===== src/rtl/pong_pkg.sv =====
// Shared types and constants for the pong game controller and datapath.
package pong_pkg;

  localparam int SCORE_W  = 8;
  localparam int SPEED_W  = 4;
  localparam int CNT_W    = 8;
  localparam int CENTER_X = 320;
  localparam int CENTER_Y = 240;

  typedef enum logic [2:0] {
    IDLE  = 3'd0,
    SERVE = 3'd1,
    PLAY  = 3'd2,
    POINT = 3'd3,
    OVER  = 3'd4
  } state_t;

  // Scores stick at the top of their range instead of wrapping.
  function automatic logic [SCORE_W-1:0] sat_inc(input logic [SCORE_W-1:0] v);
    return (v == {SCORE_W{1'b1}}) ? v : v + SCORE_W'(1);
  endfunction

endpackage


===== src/rtl/pong_game_ctrl_if.sv =====
// Strobe/status bundle between the playfield logic (master) and the game controller (slave).
interface pong_game_ctrl_if;
  import pong_pkg::*;

  logic               vsync;
  logic               start;
  logic               p1_point;
  logic               p2_point;
  logic               paddle_hit;
  logic               ball_run;
  logic               ball_center;
  logic               serve_left;
  logic [SPEED_W-1:0] ball_speed;
  logic [SCORE_W-1:0] score1;
  logic [SCORE_W-1:0] score2;
  logic               game_over;
  logic               winner;
  logic [2:0]         state;

  modport master (
    output vsync, start, p1_point, p2_point, paddle_hit,
    input  ball_run, ball_center, serve_left, ball_speed,
           score1, score2, game_over, winner, state
  );

  modport slave (
    input  vsync, start, p1_point, p2_point, paddle_hit,
    output ball_run, ball_center, serve_left, ball_speed,
           score1, score2, game_over, winner, state
  );

endinterface


===== src/rtl/pong_frame_tick.sv =====
// vsync two-flop synchroniser and rising-edge detector; frame_tick is one clk wide,
// registered, and appears 3 clk after the vsync rise.
module pong_frame_tick (
  input  logic clk,
  input  logic reset,
  input  logic vsync,
  output logic frame_tick
);

  logic [1:0] sync_reg;
  logic       prev_reg;
  logic       tick_reg;

  always_ff @(posedge clk or posedge reset) begin
    if (reset) begin
      sync_reg <= 2'b00;
      prev_reg <= 1'b0;
      tick_reg <= 1'b0;
    end else begin
      sync_reg <= {sync_reg[0], vsync};
      prev_reg <= sync_reg[1];
      tick_reg <= sync_reg[1] & ~prev_reg;
    end
  end

  assign frame_tick = tick_reg;

endmodule


===== src/rtl/pong_game_ctrl.sv =====
// Pong match sequencer: match flow, scores, serve direction and ball speed.
// Define PONG_RALLY_SPEEDUP_EN to speed the ball up as a rally lengthens.
module pong_game_ctrl
  import pong_pkg::*;
#(
  parameter int WIN_SCORE       = 11,
  parameter int SERVE_FRAMES    = 60,
  parameter int POINT_FRAMES    = 90,
  parameter int BALL_SPEED      = 8,
  parameter int SPEED_STEP_HITS = 4,
  parameter int MAX_SPEED       = 12
) (
  input  logic             clk,
  input  logic             reset,
  pong_game_ctrl_if.slave  bus
);

  localparam logic [CNT_W-1:0]   SERVE_LAST = CNT_W'(SERVE_FRAMES - 1);
  localparam logic [CNT_W-1:0]   POINT_LAST = CNT_W'(POINT_FRAMES - 1);
  localparam logic [SCORE_W-1:0] WIN_VAL    = SCORE_W'(WIN_SCORE);
  localparam logic [SPEED_W-1:0] BASE_SPEED = SPEED_W'(BALL_SPEED);

  state_t             state_reg, state_next;
  logic [CNT_W-1:0]   frame_cnt_reg;
  logic [SCORE_W-1:0] score1_reg, score2_reg;
  logic               serve_left_reg, winner_reg;
  logic               ball_run_reg, ball_center_reg, game_over_reg;
  logic               ball_run_next, ball_center_next, game_over_next;
  logic               frame_tick;
  logic               serve_done, point_done, any_point, win_reached;

  pong_frame_tick u_frame_tick (
    .clk        (clk),
    .reset      (reset),
    .vsync      (bus.vsync),
    .frame_tick (frame_tick)
  );

  assign serve_done  = frame_tick && (frame_cnt_reg == SERVE_LAST);
  assign point_done  = frame_tick && (frame_cnt_reg == POINT_LAST);
  assign any_point   = bus.p1_point | bus.p2_point;
  assign win_reached = (score1_reg == WIN_VAL) || (score2_reg == WIN_VAL);

  always_ff @(posedge clk or posedge reset) begin
    if (reset) state_reg <= IDLE;
    else       state_reg <= state_next;
  end

  always_comb begin
    state_next = state_reg;
    case (state_reg)
      IDLE:    if (bus.start) state_next = SERVE;
      SERVE:   if (serve_done) state_next = PLAY;
      PLAY:    if (any_point) state_next = POINT;
      POINT:   if (point_done) state_next = win_reached ? OVER : SERVE;
      OVER:    if (bus.start) state_next = SERVE;
      default: state_next = IDLE;
    endcase
  end

  // Outputs follow the registered state, so they lag a transition by one clk.
  always_comb begin
    ball_run_next    = (state_reg == PLAY);
    ball_center_next = (state_reg != PLAY);
    game_over_next   = (state_reg == OVER);
  end

  always_ff @(posedge clk or posedge reset) begin
    if (reset) begin
      ball_run_reg    <= 1'b0;
      ball_center_reg <= 1'b1;
      game_over_reg   <= 1'b0;
    end else begin
      ball_run_reg    <= ball_run_next;
      ball_center_reg <= ball_center_next;
      game_over_reg   <= game_over_next;
    end
  end

  always_ff @(posedge clk or posedge reset) begin
    if (reset) begin
      frame_cnt_reg  <= '0;
      score1_reg     <= '0;
      score2_reg     <= '0;
      serve_left_reg <= 1'b0;
      winner_reg     <= 1'b0;
    end else begin
      case (state_reg)
        IDLE, OVER: begin
          if (bus.start) begin
            frame_cnt_reg  <= '0;
            score1_reg     <= '0;
            score2_reg     <= '0;
            serve_left_reg <= 1'b0;
          end
        end
        SERVE: begin
          if (frame_tick) frame_cnt_reg <= serve_done ? '0 : frame_cnt_reg + CNT_W'(1);
        end
        PLAY: begin
          // Serve goes toward whoever conceded; p1 wins a simultaneous strobe.
          if (bus.p1_point) begin
            score1_reg     <= sat_inc(score1_reg);
            serve_left_reg <= 1'b1;
            frame_cnt_reg  <= '0;
          end else if (bus.p2_point) begin
            score2_reg     <= sat_inc(score2_reg);
            serve_left_reg <= 1'b0;
            frame_cnt_reg  <= '0;
          end
        end
        POINT: begin
          if (frame_tick) frame_cnt_reg <= point_done ? '0 : frame_cnt_reg + CNT_W'(1);
          if (point_done && win_reached) winner_reg <= (score2_reg == WIN_VAL);
        end
        default: ;
      endcase
    end
  end

`ifdef PONG_RALLY_SPEEDUP_EN
  localparam logic [7:0]         HIT_LAST  = 8'(SPEED_STEP_HITS - 1);
  localparam logic [SPEED_W-1:0] TOP_SPEED = SPEED_W'(MAX_SPEED);

  logic [7:0]         hit_cnt_reg;
  logic [SPEED_W-1:0] speed_reg;

  always_ff @(posedge clk or posedge reset) begin
    if (reset) begin
      hit_cnt_reg <= '0;
      speed_reg   <= BASE_SPEED;
    end else if (state_reg == PLAY) begin
      if (any_point) begin
        hit_cnt_reg <= '0;
        speed_reg   <= BASE_SPEED;
      end else if (bus.paddle_hit) begin
        if (hit_cnt_reg == HIT_LAST) begin
          hit_cnt_reg <= '0;
          if (speed_reg < TOP_SPEED) speed_reg <= speed_reg + SPEED_W'(1);
        end else begin
          hit_cnt_reg <= hit_cnt_reg + 8'd1;
        end
      end
    end
  end

  assign bus.ball_speed = speed_reg;
`else
  logic unused_speedup;
  assign unused_speedup = ^{bus.paddle_hit, 8'(SPEED_STEP_HITS), 8'(MAX_SPEED)};
  assign bus.ball_speed = BASE_SPEED;
`endif

  assign bus.state       = state_reg;
  assign bus.score1      = score1_reg;
  assign bus.score2      = score2_reg;
  assign bus.serve_left  = serve_left_reg;
  assign bus.winner      = winner_reg;
  assign bus.ball_run    = ball_run_reg;
  assign bus.ball_center = ball_center_reg;
  assign bus.game_over   = game_over_reg;

endmodule


===== src/flat_wrapper.sv =====
// flat-port wrapper written by rule: the top's interface ports become plain ports
module pong_game_ctrl_flat import pong_pkg::*;
#(
  parameter int WIN_SCORE       = 11,
  parameter int SERVE_FRAMES    = 60,
  parameter int POINT_FRAMES    = 90,
  parameter int BALL_SPEED      = 8,
  parameter int SPEED_STEP_HITS = 4,
  parameter int MAX_SPEED       = 12
)
  (clk, reset, bus_vsync, bus_start, bus_p1_point, bus_p2_point, bus_paddle_hit, bus_ball_run, bus_ball_center, bus_serve_left, bus_ball_speed, bus_score1, bus_score2, bus_game_over, bus_winner, bus_state);
  pong_game_ctrl_if bus_i ();
  input  logic clk;
  input  logic reset;
  input wire logic [$bits(bus_i.vsync)-1:0] bus_vsync;
  input wire logic [$bits(bus_i.start)-1:0] bus_start;
  input wire logic [$bits(bus_i.p1_point)-1:0] bus_p1_point;
  input wire logic [$bits(bus_i.p2_point)-1:0] bus_p2_point;
  input wire logic [$bits(bus_i.paddle_hit)-1:0] bus_paddle_hit;
  output wire logic [$bits(bus_i.ball_run)-1:0] bus_ball_run;
  output wire logic [$bits(bus_i.ball_center)-1:0] bus_ball_center;
  output wire logic [$bits(bus_i.serve_left)-1:0] bus_serve_left;
  output wire logic [$bits(bus_i.ball_speed)-1:0] bus_ball_speed;
  output wire logic [$bits(bus_i.score1)-1:0] bus_score1;
  output wire logic [$bits(bus_i.score2)-1:0] bus_score2;
  output wire logic [$bits(bus_i.game_over)-1:0] bus_game_over;
  output wire logic [$bits(bus_i.winner)-1:0] bus_winner;
  output wire logic [$bits(bus_i.state)-1:0] bus_state;
  assign bus_i.vsync = bus_vsync;
  assign bus_i.start = bus_start;
  assign bus_i.p1_point = bus_p1_point;
  assign bus_i.p2_point = bus_p2_point;
  assign bus_i.paddle_hit = bus_paddle_hit;
  assign bus_ball_run = bus_i.ball_run;
  assign bus_ball_center = bus_i.ball_center;
  assign bus_serve_left = bus_i.serve_left;
  assign bus_ball_speed = bus_i.ball_speed;
  assign bus_score1 = bus_i.score1;
  assign bus_score2 = bus_i.score2;
  assign bus_game_over = bus_i.game_over;
  assign bus_winner = bus_i.winner;
  assign bus_state = bus_i.state;
  pong_game_ctrl #(.WIN_SCORE(WIN_SCORE), .SERVE_FRAMES(SERVE_FRAMES), .POINT_FRAMES(POINT_FRAMES), .BALL_SPEED(BALL_SPEED), .SPEED_STEP_HITS(SPEED_STEP_HITS), .MAX_SPEED(MAX_SPEED)) u_core (.clk(clk), .reset(reset), .bus(bus_i));
endmodule

===== config.mk =====
export PLATFORM = sky130hd
export DESIGN_NAME = pong_game_ctrl_flat
export DESIGN_NICKNAME = d
export VERILOG_FILES = /design/src/rtl/pong_pkg.sv /design/src/rtl/pong_game_ctrl_if.sv /design/src/rtl/pong_frame_tick.sv /design/src/rtl/pong_game_ctrl.sv /design/src/flat_wrapper.sv
export SDC_FILE = /design/constraint.sdc
export NUM_CORES = 1
export LEC_CHECK = 0
export BUFFER_PORTS_ARGS = -buffer_cell sky130_fd_sc_hd__buf_2
export CORE_ASPECT_RATIO = 1.5
export CORE_UTILIZATION = 50
export DETAILED_ROUTE_END_ITERATION = 10
export PLACE_DENSITY_LB_ADDON = 0.12
export SYNTH_ARGS = -nofsm -noshare
export SYNTH_HDL_FRONTEND = slang
export SYNTH_SLANG_ARGS = --single-unit

===== constraint.sdc =====
create_clock -name clk -period 2.6 [get_ports clk]
set_clock_uncertainty 0.15 [all_clocks]
set_input_delay 0.13 -clock clk [delete_from_list [all_inputs] [get_ports clk]]
set_output_delay 0.13 -clock clk [all_outputs]
set_load 0.02 [all_outputs]

==> out/results.ini <==
[synthesis]
ys_seq_area_share_pct = 44.78
ys_types = 53
synth_edf_count = 0
netlist_instances = 204
synth_ff_type = dfrtp_1
yosys_warnings = 0
yosys_register_bits = 36
netlist_area_um2 = 2014
avgSynthCellArea_um2 = 9.875
async_flop_share_pct = 100.0

[layout]
fin_area_um2 = 2293
n_antenna_cell = 0
layout.nets = 246
final_cells = 279
layout-drive-gt1-share_pct = 21.61
final_cell_mix = 35 x dfrtp_1, 29 x buf_2, 18 x nand2_1
area_growth_pct = 13.85
final_common_cell = dfrtp_1

[worst_setup_path]
crit_start = u_core.bus.score2[1]$_DFFE_PP0P_
r2r_cells = 5
crit_end = u_core.bus.score2[2]$_DFFE_PP0P_
reg2reg_setup_slack_ns = 0.27
rr_startpoint = u_core.bus.score2[1]$_DFFE_PP0P_
crit_slowest_cell = o311ai_2
required_ns = 2.62
slowest_delay_ns = 0.61
cp-end-kind = flop
crit_fanout = 7
r2r-end = u_core.bus.score2[2]$_DFFE_PP0P_
worstSetupPathType = flop to flop
cp_cell_sequence = ha_1, nand3_1, o311ai_2, nor2_1, a221o_1
cp-start-kind = flop
worstPathArrival_ns = 2.34

[grt]
first_global_vias = 1620
grt_use_total_pct = 23.45
grt_max_degree = 21
grt_first_pass_wirelength_mm = 7.286
gr-total-overflow = 0
antenna_found_initial = 0

[timing]
drv_slew = 0
finalCriticalPeriod_ns = 2.326
hold_viol = 0
rsz0062_at_grt = no
max_freq_mhz = 430.0
worst_slack_ns = 0.2743
fin_crit_sh_pct = 89.45
relSlewSlack_pct = 57.11
setup-violations-final = 0
worst_slew_pin_slew_ns = 0.6427
setup_tns_ns = 0

[status]
status = finished clean

[floorplanning]
start_util_pct = 53.72
die_x_um = 53.83
pin_count = 35
die_area_um2 = 4292
coreArea_um2 = 3750
die_y_um = 79.74
row_count = 27

[clocking]
clk_latency_ns = 0.29
cts_resized = 0
cts_hold_buf = 2
cts_buffers = 5
htree_num_levels = 2
cts.clk_slew.worst_paths_ns = 0.07
clk_path_buf_depth = 2
cts_root_buf = clkbuf_8
cts.sinks = 36
cts_setup_buffers = 0
cts_tree = done

[route]
first_pass_iters = 4
drt_iter0_markers = 37
route.detailed.drc = 0
antenna_left = 0
vias = 1705
via_per_inst = 6.111
routed_wl_mm = 4.394
wl_per_cell_um = 15.75

[power]
vdd_ir_drop_max_mv = 0.5737
power.total_w = 0.001728
p_leak_nw = 1.057
powerDensity_nw_per_um2 = 753.4

[min_path]
hold-path-cell-count = 4
hp-class = input pin to flop

[placement]
dpl-instance-area_um2 = 2166
pre_cts_slack_ns = 0.2894
place_congestion = 0.8390
portBuffers = 29
dpl.cell_count = 269
dp_hpwl_mm = 3.270

[flow_run]
drv_cap = 0

worst min path at each step:
| stage | slack (ns) | end | startpoint |
|---|---|---|---|
| final | 0.10 | u_core.bus.serve_left$_DFFE_PP0P_ | bus_start |
| after global routing | 0.15 | u_core.bus.serve_left$_DFFE_PP0P_ | bus_start |
| after floorplan | 0.01 | u_core.u_frame_tick.sync_reg[0]$_DFF_PP0_ | bus_vsync |
| after detailed placement | 0.09 | u_core.bus.score2[7]$_DFFE_PP0P_ | reset |
| after global placement | 0.08 | u_core.bus.score2[7]$_DFFE_PP0P_ | reset |
| after CTS | 0.10 | u_core.bus.serve_left$_DFFE_PP0P_ | bus_start |
where the power goes:
group | total, W | switching, W | internal (W)
clock | 0.000484 | 0.000199 | 0.000285
combinational | 0.000523 | 0.000310 | 0.000213
sequential | 0.000721 | 0.0000949 | 0.000626
cell families after synthesis:
kind of cell | Yosys count | synth area share [%]
AOI/OAI and AO/OA | 50 | 20.50
xor gates and xnor gates | 4 | 1.739
adders and majority gates | 4 | 2.485
buffers and inverters | 22 | 5.714
DFF | 36 | 44.78
muxes | 5 | 2.671
other | 2 | 0.3728
and+or+nand+nor | 81 | 21.74
layout make-up:
class | instances | area [um2]
repair buffers | 34 | 187.7
multi-input cells | 148 | 1005
inverters | 10 | 37.54
flip-flops and latches | 36 | 902.1
fillers | 318 | 1456
clock buffers | 6 | 72.57
clock inverters | 2 | 35.03
well taps | 43 | 53.80
per-stage QoR:
stage	utilization [%]	hold WS, ns
finish	61.16	0.1003
global placement	57.76	0.08260
CTS	61.16	0.1041
detailed placement	57.76	0.09123
global route	61.16	0.1549
floorplan	-	0.01143
metal layers:
layer,vias up,wire [um],track usage [%],part of all wire [%]
met5,-,0,0,0
met4,0,99,10.53,2.3
met3,11,158,4.762,3.6
met2,49,2428,40.25,55
met1,838,1707,26.72,39
li1,807,-,-,-
synthesized netlist by cell type, types with 3 or more instances:
cell / instances / area, um2
dfrtp_1: 35 / 875.8
nand2_1: 18 / 67.56
inv_1: 10 / 37.54
nand3_1: 10 / 50.05
nor2_1: 10 / 37.54
o21ai_0: 10 / 50.05
a21oi_1: 9 / 45.04
a221o_1: 8 / 80.08
nor3_1: 8 / 40.04
nor2b_1: 5 / 31.28
and2_1: 4 / 25.02
buf_4: 4 / 30.03
clkbuf_1: 4 / 15.01
ha_1: 4 / 50.05
nor4_1: 4 / 25.02
xnor2_1: 4 / 35.03
a211oi_1: 3 / 22.52
and3_1: 3 / 18.77
mux2_2: 3 / 33.78
nand4_1: 3 / 18.77
or3_1: 3 / 18.77
worst max-delay path, delay by kind of cell, from the launching register on:
kind	cells	cell delay [ns]
compound gates	2	0.99
fa+ha+maj	1	0.24
flops	1	0.39
simple gates	2	0.43
Note: power is estimated with default switching activity, not from simulation.
